**src/rtl/stage_sequencer_pkg.sv**
```systemverilog
// stage_sequencer_pkg: Y86 icodes, status codes, sequencer state encodings
// and icode class helpers shared by the sequencer files.
package stage_sequencer_pkg;
   localparam logic [3:0] IHALT = 4'h0, INOP = 4'h1, IRRMOVQ = 4'h2, IIRMOVQ = 4'h3,
                          IRMMOVQ = 4'h4, IMRMOVQ = 4'h5, IOPQ = 4'h6, IJXX = 4'h7,
                          ICALL = 4'h8, IRET = 4'h9, IPUSHQ = 4'hA, IPOPQ = 4'hB;
   typedef enum logic [3:0] {
      STAT_AOK = 4'd1,
      STAT_HLT = 4'd2,
      STAT_ADR = 4'd3,
      STAT_INS = 4'd4
   } stat_t;
   typedef enum logic [2:0] {
      S_IDLE      = 3'd0,
      S_FETCH     = 3'd1,
      S_DECODE    = 3'd2,
      S_EXECUTE   = 3'd3,
      S_MEMORY    = 3'd4,
      S_WRITEBACK = 3'd5,
      S_PC_UPDATE = 3'd6,
      S_HALT      = 3'd7
   } state_t;
   function automatic logic is_mem(input logic [3:0] ic);
      return ic inside {IRMMOVQ, IMRMOVQ, ICALL, IRET, IPUSHQ, IPOPQ};
   endfunction
   function automatic logic is_write(input logic [3:0] ic);
      return ic inside {IRMMOVQ, ICALL, IPUSHQ};
   endfunction
   function automatic logic writes_reg(input logic [3:0] ic);
      return ic inside {IRRMOVQ, IIRMOVQ, IMRMOVQ, IOPQ, ICALL, IRET, IPUSHQ, IPOPQ};
   endfunction
endpackage

```
**src/rtl/stage_sequencer_if.sv**
```systemverilog
// stage_sequencer_if: control/status bundle between sequencer (master) and datapath/memories (slave).
// SEQ_PERF_CNT_EN adds the cycle_cnt/retired_cnt performance counters.
interface stage_sequencer_if;
   logic       start, instr_valid, imem_error, dmem_error, imem_ack, dmem_ack;
   logic [3:0] icode;
   logic       imem_req, dmem_req, dmem_write;
   logic       f_en, e_en, m_en, wb_en, pc_en;
   logic [2:0] stage;
   logic [3:0] stat;
   logic       halted;
`ifdef SEQ_PERF_CNT_EN
   logic [31:0] cycle_cnt, retired_cnt;
   modport master (input start, icode, instr_valid, imem_error, dmem_error, imem_ack, dmem_ack,
                   output imem_req, dmem_req, dmem_write, f_en, e_en, m_en, wb_en, pc_en,
                   stage, stat, halted, cycle_cnt, retired_cnt);
   modport slave (output start, icode, instr_valid, imem_error, dmem_error, imem_ack, dmem_ack,
                  input imem_req, dmem_req, dmem_write, f_en, e_en, m_en, wb_en, pc_en,
                  stage, stat, halted, cycle_cnt, retired_cnt);
`else
   modport master (input start, icode, instr_valid, imem_error, dmem_error, imem_ack, dmem_ack,
                   output imem_req, dmem_req, dmem_write, f_en, e_en, m_en, wb_en, pc_en,
                   stage, stat, halted);
   modport slave (output start, icode, instr_valid, imem_error, dmem_error, imem_ack, dmem_ack,
                  input imem_req, dmem_req, dmem_write, f_en, e_en, m_en, wb_en, pc_en,
                  stage, stat, halted);
`endif
endinterface

```
**src/rtl/stage_sequencer_mem_watchdog.sv**
```systemverilog
// mem_watchdog: counts consecutive run cycles; expired flags the LIMIT-th one.
module mem_watchdog #(
   parameter int LIMIT = 15
) (
   input  logic CLK,
   input  logic RST,
   input  logic clr,
   input  logic run,
   output logic expired
);
   localparam int W = $clog2(LIMIT + 1);
   logic [W-1:0] cnt_q, cnt_d;
   assign expired = run && cnt_q == W'(LIMIT - 1);
   assign cnt_d = clr ? '0 : (run && !expired) ? cnt_q + W'(1) : cnt_q;
   always_ff @(posedge CLK or posedge RST)
      if (RST) cnt_q <= '0;
      else cnt_q <= cnt_d;
endmodule

```
**src/rtl/stage_sequencer.sv**
```systemverilog
// stage_sequencer: multi-cycle Y86 stage FSM with memory handshakes, fault status and dmem timeout.
// Define SEQ_PERF_CNT_EN to add cycle/retired performance counters.
module stage_sequencer
   import stage_sequencer_pkg::*;
#(
   parameter int DMEM_TIMEOUT = 15
) (
   input logic CLK,
   input logic RST,
   stage_sequencer_if.master bus
);
   state_t state_q, state_d;
   stat_t  stat_q, stat_d;
   logic   expired;
   mem_watchdog #(.LIMIT(DMEM_TIMEOUT)) u_wd (
      .CLK     (CLK),
      .RST     (RST),
      .clr     (state_q != S_MEMORY),
      .run     (state_q == S_MEMORY),
      .expired (expired)
   );
   always_ff @(posedge CLK or posedge RST)
      if (RST) begin
         state_q <= S_IDLE;
         stat_q  <= STAT_AOK;
      end else begin
         state_q <= state_d;
         stat_q  <= stat_d;
      end
   always_comb begin
      state_d = state_q;
      stat_d  = stat_q;
      case (state_q)
         S_IDLE:      state_d = bus.start ? S_FETCH : S_IDLE;
         S_FETCH:
            if (bus.imem_ack) begin
               state_d = (bus.imem_error || !bus.instr_valid) ? S_HALT : S_DECODE;
               stat_d  = bus.imem_error ? STAT_ADR : !bus.instr_valid ? STAT_INS : STAT_AOK;
            end
         S_DECODE: begin
            state_d = bus.icode == IHALT ? S_HALT : S_EXECUTE;
            stat_d  = bus.icode == IHALT ? STAT_HLT : STAT_AOK;
         end
         S_EXECUTE:   state_d = is_mem(bus.icode) ? S_MEMORY : S_WRITEBACK;
         // An ack in the limit cycle beats the watchdog.
         S_MEMORY:
            if (bus.dmem_ack || expired) begin
               state_d = (bus.dmem_ack && !bus.dmem_error) ? S_WRITEBACK : S_HALT;
               stat_d  = (bus.dmem_ack && !bus.dmem_error) ? STAT_AOK : STAT_ADR;
            end
         S_WRITEBACK: state_d = S_PC_UPDATE;
         S_PC_UPDATE: state_d = S_FETCH;
         default:     state_d = S_HALT;
      endcase
   end
   assign bus.imem_req   = state_q == S_FETCH;
   assign bus.f_en       = state_q == S_FETCH && bus.imem_ack && !bus.imem_error && bus.instr_valid;
   assign bus.e_en       = state_q == S_EXECUTE;
   assign bus.dmem_req   = state_q == S_MEMORY;
   assign bus.dmem_write = state_q == S_MEMORY && is_write(bus.icode);
   assign bus.m_en       = state_q == S_MEMORY && bus.dmem_ack && !bus.dmem_error;
   assign bus.wb_en      = state_q == S_WRITEBACK && writes_reg(bus.icode);
   assign bus.pc_en      = state_q == S_PC_UPDATE;
   assign bus.stage      = state_q;
   assign bus.stat       = stat_q;
   assign bus.halted     = state_q == S_HALT;
`ifdef SEQ_PERF_CNT_EN
   logic [31:0] cycle_q, cycle_d, retired_q, retired_d;
   assign cycle_d   = cycle_q + 32'(state_q != S_IDLE && state_q != S_HALT);
   assign retired_d = retired_q + 32'(bus.pc_en);
   always_ff @(posedge CLK or posedge RST)
      if (RST) begin
         cycle_q   <= '0;
         retired_q <= '0;
      end else begin
         cycle_q   <= cycle_d;
         retired_q <= retired_d;
      end
   assign bus.cycle_cnt   = cycle_q;
   assign bus.retired_cnt = retired_q;
`endif
endmodule

```
**src/flat_wrapper.sv**
```systemverilog
// flat-port wrapper written by rule: the top's interface ports become plain ports
module stage_sequencer_flat import stage_sequencer_pkg::*;
#(
   parameter int DMEM_TIMEOUT = 15
)
  (CLK, RST, bus_start, bus_icode, bus_instr_valid, bus_imem_error, bus_dmem_error, bus_imem_ack, bus_dmem_ack, bus_imem_req, bus_dmem_req, bus_dmem_write, bus_f_en, bus_e_en, bus_m_en, bus_wb_en, bus_pc_en, bus_stage, bus_stat, bus_halted);
  stage_sequencer_if bus_i ();
  input logic CLK;
  input logic RST;
  input wire logic [$bits(bus_i.start)-1:0] bus_start;
  input wire logic [$bits(bus_i.icode)-1:0] bus_icode;
  input wire logic [$bits(bus_i.instr_valid)-1:0] bus_instr_valid;
  input wire logic [$bits(bus_i.imem_error)-1:0] bus_imem_error;
  input wire logic [$bits(bus_i.dmem_error)-1:0] bus_dmem_error;
  input wire logic [$bits(bus_i.imem_ack)-1:0] bus_imem_ack;
  input wire logic [$bits(bus_i.dmem_ack)-1:0] bus_dmem_ack;
  output wire logic [$bits(bus_i.imem_req)-1:0] bus_imem_req;
  output wire logic [$bits(bus_i.dmem_req)-1:0] bus_dmem_req;
  output wire logic [$bits(bus_i.dmem_write)-1:0] bus_dmem_write;
  output wire logic [$bits(bus_i.f_en)-1:0] bus_f_en;
  output wire logic [$bits(bus_i.e_en)-1:0] bus_e_en;
  output wire logic [$bits(bus_i.m_en)-1:0] bus_m_en;
  output wire logic [$bits(bus_i.wb_en)-1:0] bus_wb_en;
  output wire logic [$bits(bus_i.pc_en)-1:0] bus_pc_en;
  output wire logic [$bits(bus_i.stage)-1:0] bus_stage;
  output wire logic [$bits(bus_i.stat)-1:0] bus_stat;
  output wire logic [$bits(bus_i.halted)-1:0] bus_halted;
  assign bus_i.start = bus_start;
  assign bus_i.icode = bus_icode;
  assign bus_i.instr_valid = bus_instr_valid;
  assign bus_i.imem_error = bus_imem_error;
  assign bus_i.dmem_error = bus_dmem_error;
  assign bus_i.imem_ack = bus_imem_ack;
  assign bus_i.dmem_ack = bus_dmem_ack;
  assign bus_imem_req = bus_i.imem_req;
  assign bus_dmem_req = bus_i.dmem_req;
  assign bus_dmem_write = bus_i.dmem_write;
  assign bus_f_en = bus_i.f_en;
  assign bus_e_en = bus_i.e_en;
  assign bus_m_en = bus_i.m_en;
  assign bus_wb_en = bus_i.wb_en;
  assign bus_pc_en = bus_i.pc_en;
  assign bus_stage = bus_i.stage;
  assign bus_stat = bus_i.stat;
  assign bus_halted = bus_i.halted;
  stage_sequencer #(.DMEM_TIMEOUT(DMEM_TIMEOUT)) u_core (.CLK(CLK), .RST(RST), .bus(bus_i));
endmodule
```
**config.mk**
```make
export PLATFORM = sky130hd
export DESIGN_NAME = stage_sequencer_flat
export DESIGN_NICKNAME = d
export VERILOG_FILES = /design/src/rtl/stage_sequencer_pkg.sv /design/src/rtl/stage_sequencer_if.sv /design/src/rtl/stage_sequencer_mem_watchdog.sv /design/src/rtl/stage_sequencer.sv /design/src/flat_wrapper.sv
export SDC_FILE = /design/constraint.sdc
export NUM_CORES = 1
export LEC_CHECK = 0
export CELL_PAD_IN_SITES_DETAIL_PLACEMENT = 1
export CELL_PAD_IN_SITES_GLOBAL_PLACEMENT = 2
export CORE_UTILIZATION = 23
export CTS_CLUSTER_DIAMETER = 60
export CTS_CLUSTER_SIZE = 10
export DETAILED_ROUTE_END_ITERATION = 16
export PLACE_DENSITY = 0.87
export SLEW_MARGIN = 20
export SYNTH_ARGS = -nofsm -noshare
export SYNTH_HDL_FRONTEND = slang
export SYNTH_SLANG_ARGS = --single-unit
```
**constraint.sdc**
```tcl
create_clock -name CLK -period 2.3 [get_ports CLK]
set_input_delay 0.575 -clock CLK [delete_from_list [all_inputs] [get_ports CLK]]
set_output_delay 0.575 -clock CLK [all_outputs]
set_load 0.01 [all_outputs]
```
Word level (Yosys, flattened, before mapping)
Index checks and enable logic that the tools add are counted.

storage, ports and cells
  register bits after elaboration = 11
  memory bits (read-only) = 0
  logic and storage cells = 66
  memories kept = 0
  bits in latches = 0
  memory bits (writable) = 0
  output and inout bits = 16

operators by class
  $mul = 0
  mux-type cells = 17
  reductions and logical operators = 25
  bitwise operators = 0
  shift operators = 0
  add/sub/neg operators = 1
  $lt $le $gt $ge = 0
  equal/unequal tests = 20
  div/mod/pow operators = 0

operator list
  operator               count
  $pmux W3 S7            1
  $eq A4 B4 Y1 const B   5
  $mux W4                5
  $mux W3                5
  $eq A3 B3 Y1 const B   4
  $eq A4 B3 Y1 const B   3
  $pmux W4 S3            1
  $logic_and A1 B1 Y1    10
  $eq A4 B2 Y1 const B   2
  $reduce_bool A8 Y1     1
  $eq A3 B2 Y1 const B   2
  $mux W2                3
  $reduce_bool A3 Y1     2
  $reduce_bool A6 Y1     1
  $add A4 B1 Y4 const B  1
  $logic_not A1 Y1       4
  $logic_not A4 Y1       1
  $eq A3 B1 Y1 const B   1
  $logic_not A3 Y1       1
  $ne A3 B3 Y1 const B   1
  $reduce_and A3 Y1      1
  $logic_or A1 B1 Y1     2
  $mux W1                2
  $ne A2 B1 Y1 const B   1
  other kinds (3)        3

Longest topological paths before layout
  depth in word-level cells = 6
  depth in mapped cells = 6

Modules after synthesis
Synthesis repeated with hierarchy kept, for this count alone.

unflattened totals
  cell total of the unflattened synthesis = 90
  area, all modules = 788.3 um^2

modules (own cells, without submodules)
  module           sequential area each (um^2)  cells an instance  times used  area each (um^2)
  stage_sequencer  151.4                        65                 1           546.8
  mem_watchdog     100.1                        25                 1           241.5

Least setup slack after synthesis
No wires, ideal clock.

  path type = input to register
  start point = input port bus_icode[1]
  end point = register u_core.stat_q[0], in the netlist u_core.bus.stat[0]
  slack = 0.443 ns
  data arrival time = 1.775 ns
  stages = 4
  data required time = 2.218 ns
  library setup time = 0.082 ns
  cell sequence = or4_1 > or3_1 > o31a_1 > mux2_2

between the ends
  cells in the longest elaborated chain, start to end = 3

RTL lines
  what                  RTL line               RTL
  from (decl)           flat_wrapper.sv:11     input wire logic [$bits(bus_i.icode)-1:0] bus_icode;
  $logic_not A4 Y1      stage_sequencer.sv:42  stat_d = bus.icode == IHALT ? STAT_HLT : STAT_AOK;
  $mux W2               stage_sequencer.sv:42
  $pmux W4 S3           stage_sequencer.sv:33  case (state_q)
  to (signal assigned)  stage_sequencer.sv:28  stat_q <= stat_d;
  to (decl)             stage_sequencer.sv:13  stat_t stat_q, stat_d;

Every way passes these cells.
A chain may end at the register's enable or synchronous reset.

Worst setup path in the final report
  start point = register u_core.state_q[1], in the netlist u_core.bus.stage[1]
  end point = output port bus_imem_req

between the ends
  cells in the longest elaborated chain, start to end = 1

RTL lines
  what                    RTL line               RTL
  from (decl)             stage_sequencer.sv:12  state_t state_q, state_d;
  from (signal assigned)  stage_sequencer.sv:27  state_q <= state_d;
  $eq A3 B1 Y1            stage_sequencer.sv:56  assign bus.imem_req = state_q == S_FETCH;
  to (decl)               flat_wrapper.sv:17     output wire logic [$bits(bus_i.imem_req)-1:0] bus_imem_req;

Every way passes these cells.

==> impl_metrics.py <==
metrics = {
    "sta": {
        "min_period_ns": 2.23,
        "worst_clock_skew_ns": 0.00569,
        "setup_viol_count_final": 0,
        "fmax_mhz": 448,
        "finalHoldViolations": 0,
        "rsz0062_at_grt": "false",
        "setup_tns_ns": 0,
        "fin_ws_ns": 0.0654,
        "fin_crit_sh": 0.972,
        "maxSlewViolCount": 0,
    },
    "critical_path": {
        "critPathMaxFanout": 10,
        "reg2reg_from": "u_core.u_wd.cnt_q[0]",
        "cp.arrival_ns": 1.66,
        "worstSetupStartpoint": "u_core.bus.stage[1]",
        "max_stage_delay_ns": 0.58,
        "cp_num_buf_inv": 2,
        "crit_type": "register to output port",
        "path_cells": "buf_4 > nor3_1 > clkdlybuf4s50_1",
        "worstReg2RegEnd": "u_core.bus.stat[2]",
        "crit_family": "buffers and inverters",
        "worstSetupEndpointType": "output port",
        "required_ns": 1.73,
        "crit_path_top_delay_cell": "clkdlybuf4s50_1",
        "reg2reg_slack_ns": 0.46,
        "start_kind": "register",
        "ff2ff_path_depth": 7,
    },
    "drt": {
        "drtIter0Drc": 6,
        "wl_per_cell_um": 13.2,
        "drt_first_pass_iters": 4,
        "ant_nets": 0,
        "drc": 0,
        "wl_um": 1990,
        "vias": 742,
        "viasPerCell": 4.91,
    },
    "finish": {
        "seq_area_um2": 251,
        "final_core_util": 0.400,
        "design_area_um2": 1100,
        "multi_input_area_um2": 392,
        "area_growth_pct": 64.7,
        "nFillCells": 342,
        "drive_gt1_frac": 0.242,
        "nNetsFinal": 135,
        "n_antenna_cell": 0,
        "layout.cells.non_filler": 151,
    },
    "clocking": {
        "path_clk_slew_ns": 0.06,
        "numCtsBuffers": 3,
        "insertion_delay_ns": 0.26,
        "htree_levels": 1,
        "cts_buffer_depth": 2,
        "cts_tree": "yes",
        "cts-root-buf": "clkbuf_4",
        "ctsHoldBuffers": 0,
        "cts.sinks": 10,
    },
    "place": {
        "io_buffers": 26,
        "postPlaceCellArea_um2": 1070,
        "placed_cells": 147,
        "pre_cts_slack_ns": -0.537,
        "place_congestion": 0.803,
        "hpwl_um": 1680,
    },
    "synthesis": {
        "netlist_area_um2": 669,
        "yosysWarningCount": 0,
        "synthCells": 78,
        "yosysTopAreaCell": "dfrtp_1",
        "syn_avg_cell_area_um2": 8.58,
        "synth_top_cell_area_share": 0.336,
        "yosys-top-cells-area": "dfrtp_1 34%, mux2_2 6.7%, nor2_1 4.5%",
        "syn-num-nets": 92,
        "yosysSeqAreaShare": 0.376,
        "synth.distinct_cells": 32,
        "ys_ff_latch": 10,
    },
    "floorplan": {
        "boundaryPins": 28,
        "die_area_um2": 3130,
        "die_height_um": 56.0,
        "num_rows": 19,
        "die_x_um": 56.0,
        "initial_core_util": 0.243,
        "core_um2": 2760,
    },
    "pwr": {
        "seq_power_share": 0.254,
        "max-vdd-ir-drop_uv": 495,
        "switching_share": 0.374,
        "switchingPower_w": 0.000394,
        "p_per_area_nw_per_um2": 956,
        "power.internal_w": 0.000660,
        "leakagePower_nw": 0.491,
        "p_comb_frac": 0.601,
        "p_clk_frac": 0.146,
    },
    "worst_hold_path": {
        "min_path_type": "register to register",
        "min-delay-start": "u_core.bus.stat[2]",
        "min_to": "u_core.bus.stat[2]",
        "hold_path_depth": 1,
    },
    "job": {
        "maxCapViolCount": 0,
    },
    "outcome": {
        "outcome": "finished clean",
    },
    "global_routing": {
        "grt_pass1_vias": 767,
        "track_usage": 0.137,
        "grt-ovfl-total": 0,
        "grt_max_degree": 11,
        "grt_pass1_wl_um": 3340,
        "antenna_found_initial": 0,
    },
}
power by group through the flow:
stage | Combinational [W] | Sequential, W | Clock, W
floorplan | 0.000291 | 0.000287 | 0
global placement | 0.000611 | 0.000266 | 0
detailed placement | 0.000628 | 0.000272 | 0
CTS | 0.000626 | 0.000269 | 0.000161
global route | 0.000697 | 0.000274 | 0.000169
finish | 0.000633 | 0.000267 | 0.000153
flip-flops by register name, summed over array words and instances, names as in the netlist:
name	cells
u_core.bus.stat	3
u_core.bus.stage	3
u_core.u_wd.cnt_q	4
layout make-up:
type	count	area share
flip-flops and latches	10	0.228
clock buffers	4	0.0329
well taps	31	0.0352
repair buffers	42	0.331
inverters	5	0.0170
multi-input cells	59	0.355
cells by family after synthesis:
group / after synthesis / synth area share
AND/OR/NAND/NOR: 32 / 0.243
AO/OA/AOI/OAI: 18 / 0.183
flip-flops: 10 / 0.376
buffers and inverters: 9 / 0.0598
multiplexers: 5 / 0.0822
adder cells (fa/ha/maj): 2 / 0.0374
other: 1 / 0.00560
XOR/XNOR: 1 / 0.0131
metal layers:
metal | vias up | track usage | share of wire
li1 | 368 | - | -
met1 | 356 | 0.142 | 0.38
met2 | 16 | 0.281 | 0.57
met3 | 2 | 0.0186 | 0.048
met4 | 0 | 0.0418 | 0.0085
met5 | - | 0 | 0
Yosys cell counts (all sizes together):
cell type and instances:
nor2b 3, nand3b 1, nor3 5, mux2i 1, conb 1, dfrtp 9
inv 5, or3 1, and3 1, ha 2, nor3b 1, dfstp 1
or4 1, a31oi 3, nand2b 3, o221ai 3, a21oi 3, nor2 8
o31a 1, a22oi 1, o21ai 2, buf 3, nand2 5, mux2 4
nor4 1, clkbuf 1, o22ai 2, xnor2 1, nand3 2, a2bb2oi 1
a211oi 2
worst max-delay path by stage:
stage / to / slack (ns) / cells past startpoint
after detailed placement: bus_wb_en / -0.54 / 5
after floorplan: u_core.bus.stat[0] / 0.44 / 4
after global placement: bus_wb_en / -0.46 / 5
final: bus_imem_req / 0.07 / 3
after global routing: bus_dmem_req / 0.006 / 4
after CTS: bus_e_en / 0.02 / 4
layout by cell type (no fill, tap or decap), types with 2 or more instances in the layout:
cell type,count
ha_1,2
a21oi_1,3
mux2_2,4
dfrtp_1,9
o21ai_0,2
nand2_1,5
nor3_1,5
nor2_1,8
nor2b_1,3
clkbuf_4,3
o22ai_1,2
buf_4,16
o221ai_1,3
clkdlybuf4s50_1,19
nand2b_1,2
inv_1,5
a31oi_1,3
nand3_1,2
dlygate4sd2_1,4
buf_2,2
a211oi_1,2
metrics by stage:
stage	hold WS, ns	total power (W)
after floorplan	0.414	0.000578
after global placement	0.500	0.000877
after detailed placement	0.509	0.000900
after CTS	0.523	0.00106
after global routing	0.551	0.00114
final	0.513	0.00105
what timing repair did:
action                                  CTS  global route
cloned                                    0             0
gates resized for setup                  14             3
buffers inserted                          0             0
pin swaps                                 2             0
endpoints found under the setup margin    5             2
(Power assumes the default switching activity.)
